### src/rtl/mux_arb_reg.sv
// -----------------------------------------------------------------------------
// mux_arb_reg
//
// Purpose:
//   NCH-channel, W-bit select/arbitrate multiplexer with a valid/ready
//   handshake on every input and on the output. One output register stage.
//
//   Modes:
//   - mode=0: fixed select. The channel is chosen by sel.
//   - mode=1: round-robin arbitration among the valid channels.
//
// Optional feature:
//   Define MUX_ARB_REG_PARITY_EN to add out_par. It is the even parity
//   (XOR-reduction) of the word held in out_data.
//
// Ports:
//   clk        rising-edge clock
//   rst_n      synchronous active-low reset
//   in_data    NCH*W   channel i is in_data[i*W +: W]
//   in_valid   NCH     per-channel valid
//   in_ready   NCH     per-channel ready (combinational)
//   mode       1       0 = fixed select, 1 = round-robin
//   sel        SELW    channel index used when mode=0
//   out_data   W       registered selected word
//   out_chan   SELW    registered index of the channel that sourced out_data
//   out_valid  1       registered output valid
//   out_ready  1       downstream ready
//   out_par    1       (MUX_ARB_REG_PARITY_EN only) registered parity
// -----------------------------------------------------------------------------
module mux_arb_reg #(
  parameter int NCH  = 4,
  parameter int W    = 8,
  parameter int SELW = 2
) (
  input  logic             clk,
  input  logic             rst_n,
  input  logic [NCH*W-1:0] in_data,
  input  logic [NCH-1:0]   in_valid,
  output logic [NCH-1:0]   in_ready,
  input  logic             mode,
  input  logic [SELW-1:0]  sel,
  output logic [W-1:0]     out_data,
  output logic [SELW-1:0]  out_chan,
  output logic             out_valid,
  input  logic             out_ready
`ifdef MUX_ARB_REG_PARITY_EN
  ,
  output logic             out_par
`endif
);

  logic [W-1:0]    ch_data [NCH];
  logic [NCH-1:0]  grant;
  logic [SELW-1:0] gnt_idx;
  logic            gnt_any;
  logic [SELW-1:0] scan_idx;
  int              scan_sum;
  logic            load_en;

  logic [W-1:0]    out_data_reg;
  logic [SELW-1:0] out_chan_reg;
  logic            out_valid_reg;
  logic [SELW-1:0] rr_ptr_reg;

  // Unpack the flat input bus into one word per channel.
  generate
    for (genvar gi = 0; gi < NCH; gi++) begin : g_unpack
      assign ch_data[gi] = in_data[gi*W +: W];
    end
  endgenerate

  // The output register can accept a new word when it is empty or draining.
  assign load_en = !out_valid_reg || out_ready;

  // Grant decision. The result is at most one-hot.
  always_comb begin
    grant    = '0;
    gnt_idx  = '0;
    gnt_any  = 1'b0;
    scan_idx = '0;
    scan_sum = 0;
    if (!mode) begin
      // An out-of-range sel matches no channel, so no grant is given.
      for (int i = 0; i < NCH; i++) begin
        if (sel == SELW'(i) && in_valid[i]) begin
          grant[i] = 1'b1;
          gnt_idx  = SELW'(i);
          gnt_any  = 1'b1;
        end
      end
    end else begin
      // Scan from the farthest offset back down to rr_ptr. The last hit
      // overwrites the others, so the channel nearest rr_ptr (moving upward
      // and wrapping) wins.
      for (int k = NCH - 1; k >= 0; k--) begin
        scan_sum = int'(rr_ptr_reg) + k;
        if (scan_sum >= NCH) begin
          scan_sum = scan_sum - NCH;
        end
        scan_idx = SELW'(scan_sum);
        if (in_valid[scan_idx]) begin
          grant           = '0;
          grant[scan_idx] = 1'b1;
          gnt_idx         = scan_idx;
          gnt_any         = 1'b1;
        end
      end
    end
  end

  assign in_ready = grant & {NCH{rst_n && load_en}};

  always_ff @(posedge clk) begin
    if (!rst_n) begin
      out_data_reg  <= '0;
      out_chan_reg  <= '0;
      out_valid_reg <= 1'b0;
      rr_ptr_reg    <= '0;
    end else if (load_en) begin
      if (gnt_any) begin
        out_data_reg  <= ch_data[gnt_idx];
        out_chan_reg  <= gnt_idx;
        out_valid_reg <= 1'b1;
        // Only round-robin grants move the pointer.
        if (mode) begin
          rr_ptr_reg <= (gnt_idx == SELW'(NCH - 1)) ? '0 : gnt_idx + 1'b1;
        end
      end else begin
        // Nothing to load: the old word drained, so mark the stage empty.
        out_valid_reg <= 1'b0;
      end
    end
  end

  assign out_data  = out_data_reg;
  assign out_chan  = out_chan_reg;
  assign out_valid = out_valid_reg;

`ifdef MUX_ARB_REG_PARITY_EN
  logic out_par_reg;

  // Parity is loaded and held together with out_data.
  always_ff @(posedge clk) begin
    if (!rst_n) begin
      out_par_reg <= 1'b0;
    end else if (load_en && gnt_any) begin
      out_par_reg <= ^ch_data[gnt_idx];
    end
  end

  assign out_par = out_par_reg;
`endif

endmodule

### config.mk
export PLATFORM = sky130hd
export DESIGN_NAME = mux_arb_reg
export DESIGN_NICKNAME = d
export VERILOG_FILES = /design/src/rtl/mux_arb_reg.sv
export SDC_FILE = /design/constraint.sdc
export NUM_CORES = 1
export LEC_CHECK = 0
export ABC_AREA = 1
export ABC_CLOCK_PERIOD_IN_PS = 2340
export CAP_MARGIN = 15
export CORE_UTILIZATION = 47
export CTS_BUF_LIST = sky130_fd_sc_hd__clkbuf_2 sky130_fd_sc_hd__clkbuf_4 sky130_fd_sc_hd__clkbuf_8
export DETAILED_ROUTE_END_ITERATION = 8
export PLACE_DENSITY = 0.79
export SYNTH_ARGS = -nofsm -noshare
export SYNTH_HDL_FRONTEND = slang
export SYNTH_SLANG_ARGS = --single-unit
### constraint.sdc
create_clock -name clk -period 2.34 [get_ports clk]
set_input_delay 0.351 -clock clk [delete_from_list [all_inputs] [get_ports clk]]
set_output_delay 0.351 -clock clk [all_outputs]
set_load 0.03 [all_outputs]
Yosys cells after proc, flatten, opt, wreduce, memory -nomap -nowiden
Index checks and enable logic that the tools add are counted.
{"block": "classes", "reduce_logical": 14, "bitwise": 2, "mux": 54, "addsub": 8, "shifts": 0, "mul": 0, "magnitude_cmp": 13, "div": 0, "eq_ne": 4}
{"operator": "2-to-1 mux 2 bit", "n": 16}
{"operator": "2-to-1 mux 1 bit", "n": 22}
{"operator": "2-to-1 mux 4 bit", "n": 5}
{"operator": "binary-select mux 8 bit (select 2 bit)", "n": 1}
{"operator": "2-to-1 mux 8 bit", "n": 2}
{"operator": "greater-or-equal comparator 3 bit (second input constant)", "n": 4}
{"operator": "less-than comparator 2 x 3 -> 1 bit (second input constant)", "n": 4}
{"operator": "logical AND 1 bit", "n": 9}
{"operator": "binary-select mux 1 bit (select 2 bit)", "n": 4}
{"operator": "demux 1 bit (select 2 bit)", "n": 4}
{"operator": "greater-or-equal comparator 2 x 1 -> 1 bit (second input constant)", "n": 4}
{"operator": "subtractor 2 x 1 -> 2 bit (second input constant)", "n": 4}
{"operator": "adder 2 x 2 -> 3 bit (second input constant)", "n": 2}
{"operator": "equality test 2 bit (second input constant)", "n": 3}
{"operator": "AND 4 bit", "n": 1}
{"operator": "adder 2 x 1 -> 3 bit (second input constant)", "n": 1}
{"operator": "greater-or-equal comparator 2 x 3 -> 1 bit (second input constant)", "n": 1}
{"operator": "inverter 2 -> 3 bit", "n": 1}
{"operator": "AND reduction 3 bit", "n": 1}
{"operator": "adder 2 x 1 -> 2 bit (second input constant)", "n": 1}
{"operator": "equality test 2 x 1 -> 1 bit (second input constant)", "n": 1}
{"operator": "logical NOT 2 bit", "n": 1}
{"operator": "AND reduction 2 bit", "n": 1}
{"operator": "logical NOT 1 bit", "n": 1}
{"operator": "logical OR 1 bit", "n": 1}
{"block": "word_totals", "mem_count": 0, "latch_bits": 0, "in_bits": 42, "register_bits": 13, "out_inout_bits": 15, "ram_bits": 0, "wordCells": 99, "rom_bits": 0}

Logic depth before layout (Yosys ltp)
{"block": "depth", "depth_word": 15, "mapped_depth": 17, "depth_no_buf": 16}

Worst setup path before layout
No wires, ideal clock.
{"block": "synth_timing", "kind": "register to output", "startpoint": "register rr_ptr_reg[0]", "endpoint": "output port in_ready[3]", "required_ns": 1.989, "n_path_buf": 0, "path_stages_with_launch": 12, "slack_ns": -0.185, "t_arrival_ns": 2.174, "path_cell_list": "dfxtp_1 > inv_2 > ha_1 > inv_1 > nand3_1 > nand2_1 > nand2_2 > o21ai_0 > a21oi_1 > o21ai_0 > o21ai_0 > a21oi_1"}
{"block": "synth_via", "elab_chain_len": 14, "elab_cells_between_ends": 53, "classes_between": "add/sub: 7; order compare: 12; mux: 29; bitwise: 1; reduce/logical: 4"}
{"element": "start: declaration", "line_no": "63", "source": "logic [SELW-1:0] rr_ptr_reg;"}
{"element": "start signal: assignment", "line_no": "126", "source": "rr_ptr_reg <= (gnt_idx == SELW'(NCH - 1)) ? '0 : gnt_idx + 1'b1;"}
{"element": "adder 2 x 2 -> 3 bit", "line_no": "96", "source": "scan_sum = int'(rr_ptr_reg) + k;"}
{"element": "greater-or-equal comparator 3 bit / subtractor 2 x 1 -> 2 bit (equally long branches)", "line_no": "97, 98"}
{"element": "2-to-1 mux 2 bit", "line_no": "97", "source": "if (scan_sum >= NCH) begin"}
{"element": "2-to-1 mux 2 bit", "line_no": "82", "source": "if (!mode) begin"}
{"element": "less-than comparator 2 x 3 -> 1 bit (implied by the code) / greater-or-equal comparator 2 x 1 -> 1 bit (equally long branches)", "line_no": "103", "source": "grant[scan_idx] = 1'b1;"}
{"element": "logical AND 1 bit (implied by the code)", "line_no": "103"}
{"element": "2-to-1 mux 1 bit (implied by the code)", "line_no": "103"}
{"element": "demux 1 bit (select 2 bit)", "line_no": "103"}
{"element": "2-to-1 mux 4 bit (3 in series)", "line_no": "101", "source": "if (in_valid[scan_idx]) begin"}
{"element": "2-to-1 mux 4 bit (*)", "line_no": "101"}
{"element": "2-to-1 mux 4 bit (*)", "line_no": "82"}
{"element": "AND 4 bit (*)", "line_no": "111", "source": "assign in_ready = grant & {NCH{rst_n && load_en}};"}
{"element": "end: declaration", "line_no": "39", "source": "output logic [NCH-1:0] in_ready,"}
Mark *: on every way between the ends. The rest lies on a longest branch, timed or not. The select of a mux whose other input is x is not followed.

Final worst setup path
{"block": "layout_timing", "startpoint": "input port in_valid[2]", "endpoint": "output port in_ready[3]"}
{"block": "layout_via", "elab_chain_len": 8, "elab_cells_between_ends": 14, "classes_between": "mux: 13; bitwise: 1"}
{"element": "start: declaration", "line_no": "38", "source": "input logic [NCH-1:0] in_valid,"}
{"element": "binary-select mux 1 bit (select 2 bit)", "line_no": "101"}
{"element": "2-to-1 mux 1 bit (implied by the code)", "line_no": "101"}
{"element": "2-to-1 mux 4 bit (3 in series)", "line_no": "101"}
{"element": "2-to-1 mux 4 bit (*)", "line_no": "101"}
{"element": "2-to-1 mux 4 bit (*)", "line_no": "82"}
{"element": "AND 4 bit (*)", "line_no": "111"}
Marks and branches as above.

==> metrics.yaml <==
critical_path_required_ns: 1.99
synth_edf_count: 0
leakage_uw: 0.001224
dp_cells: 358
ys_types: 25
gp_congestion: 0.9144
dieWidth_um: 60.38
ys_async_sr_fraction: 0
start_util: 0.5079
pre_cts_ws_ns: -0.02789
hpwl_mm: 3.312
drive_gt1_frac: 0.2702
antenna_found_initial: 0
grt_pass1_vias: 1639
cts_tree: "done"
yosysTopAreaCellShare: 0.1625
dieArea_um2: 3645
ioPinCount: 57
status: "finished clean"
fillerInstances: 261
regArea_um2: 262.8
via_per_inst: 5.030
wl_per_cell_um: 12.33
setup_viol: 0
worstMarginPinSlew_ns: 0.3963
maxSlewHeadroom: 0.7337
yosysSeqAreaShare: 0.1625
drv_cap: 0
grt_max_degree: 21
portBuffers: 56
synthesis.area_um2: 1602
end_kind: "primary output"
period_share: 0.9811
numCtsBuffers: 3
fin_worst_skew_ns: 0.007811
clkTransAtPathRegs_ns: 0.08
yosys-top-cells-count: "56 x inv_1, 48 x nand3_1, 33 x nand2_1"
dr_total_vias: 1841
synthCells: 253
root_buffer: "clkbuf_4"
start_kind: "primary input"
setup_ws_ns: 0.04434
rsz0062_at_grt: "true"
coreArea_um2: 3153
areaGrowthSynthToFinish_pct: 49.37
min_period_ns: 2.296
critPathKind: "primary input to primary output"
drv_slew: 0
h-tree-depth: 1
multi_input_area_um2: 1070
drtIter0Drc: 152
clock_latency_ns: 0.29
ys_seq_elements: 13
yosysMostFrequentCell: "inv_1"
final_cells: 366
vdd_drop_max_mv: 0.2642
hp-class: "flop to flop"
cellPowerDensity_nw_per_um2: 582.8
largest_reg_flops: 8
antenna_cells: 0
ant_nets: 0
yosys-top-cells-area: "dfxtp_1 16%, nand3_1 15%, inv_1 13%"
remaining_drc_errors: 0
grt.overflow.total: 0
cts_hold_buf: 0
crit_arrival_ns: 1.94
grtUsageTotal: 0.2498
nNetsFinal: 372
wl_mm: 4.514
synth_top_cell_by_area: "dfxtp_1"
clock_path_buffers: 2
ys.warnings.count: 0
grt_pass1_wl_mm: 6.969
max_freq_mhz: 435.6
dr.pass1.iters: 5
numClockSinks: 13
crit_fanout: 5
fp-row-count: 20
die_y_um: 60.38
hold_viol: 0
synth.avg_cell_area_um2: 6.330
synth_fp_nets: 302
ys.flop_type: "dfxtp_1"
path summary, 6_finish.rpt:
check	slack, ns	cells past startpoint	to	start
setup reg to reg	0.38	12	out_data[4]	rr_ptr_reg[0]
hold reg to reg	0.56	3	out_data[5]	out_data[5]
hold / removal	0.56	3	out_data[5]	out_data[5]
setup / recovery	0.04	13	in_ready[3]	in_valid[2]
stage by stage:
step	cell area, um^2	setup TNS, ns	hold slack, ns	utilization	total power (uW)
finish	2392	0	0.5623	0.7587	1394
CTS	2275	0	0.5627	0.7214	1297
floorplan	1615	-0.05083	0.5214	-	867.3
detailed placement	2223	-0.04280	0.5399	0.7052	1118
global route	2392	-0.1637	0.5938	0.7587	1492
global placement	2223	0	0.5260	0.7052	1108
layer usage:
metal,share of wire,up-vias,global-route usage
met2,0.51,76,0.4427
li1,-,945,-
met4,0.017,0,0.05648
met1,0.41,810,0.3095
met3,0.066,10,0.05117
met5,0,-,0
critical path, stage by stage:
cell	delay [ns]
clkdlybuf4s50_1	0.42
inv_2	0.10
nand2_2	0.08
nand3_4	0.09
nand2_4	0.08
inv_4	0.07
nand2_2	0.07
o21ai_2	0.11
a21oi_1	0.05
o21ai_1	0.12
o21ai_1	0.09
a21oi_2	0.17
buf_6	0.15
cell type report:
cell class                      count  area share
Tap cell                           44     0.02301
Sequential cell                    13      0.1098
Inverter                           61      0.1009
Multi-Input combinational cell    169      0.4472
Timing Repair Buffer               75      0.3065
Clock buffer                        4     0.01255
cells by family after synthesis:
logic type,count (synthesis),synth area share
adder cells (fa/ha/maj),7,0.05469
flip-flops,13,0.1625
AO/OA/AOI/OAI,36,0.1328
buffers and inverters,71,0.2211
AND/OR/NAND/NOR,126,0.4289
where the power goes:
part | switching, uW | leakage, uW | internal [uW] | total (uW)
clock network | 83.0 | 0.0000184 | 77.9 | 161
registers | 18.3 | 0.000109 | 258 | 276
logic | 543 | 0.00110 | 415 | 957
repair_timing:
item,4_1_cts,5_1_grt
pin swaps,0,8
buffers inserted,0,4
gates resized for setup,6,34
setup endpoints to repair,4,4
placed cells by master, fill, tap and decap left out, types with 2 or more instances in the layout:
cell type and n:
nand2_2 23, nand3_4 3, dlymetal6s2s_1 2, nor3_1 3, and2_4 2, a21oi_1 7, nand2_4 4, nand4_1 2
clkbuf_4 4, clkdlybuf4s50_1 50, nand3_1 45, a21oi_2 3, nor2_1 5, inv_1 51, buf_6 6, buf_4 16
o2111ai_1 2, o21a_1 8, inv_4 3, ha_1 6, dfxtp_1 11, nand3_2 10, dfxtp_2 2, nand2_1 28
inv_2 6, o21ai_0 5, a31oi_1 2, o21ai_1 7
(Power assumes the default switching activity.)
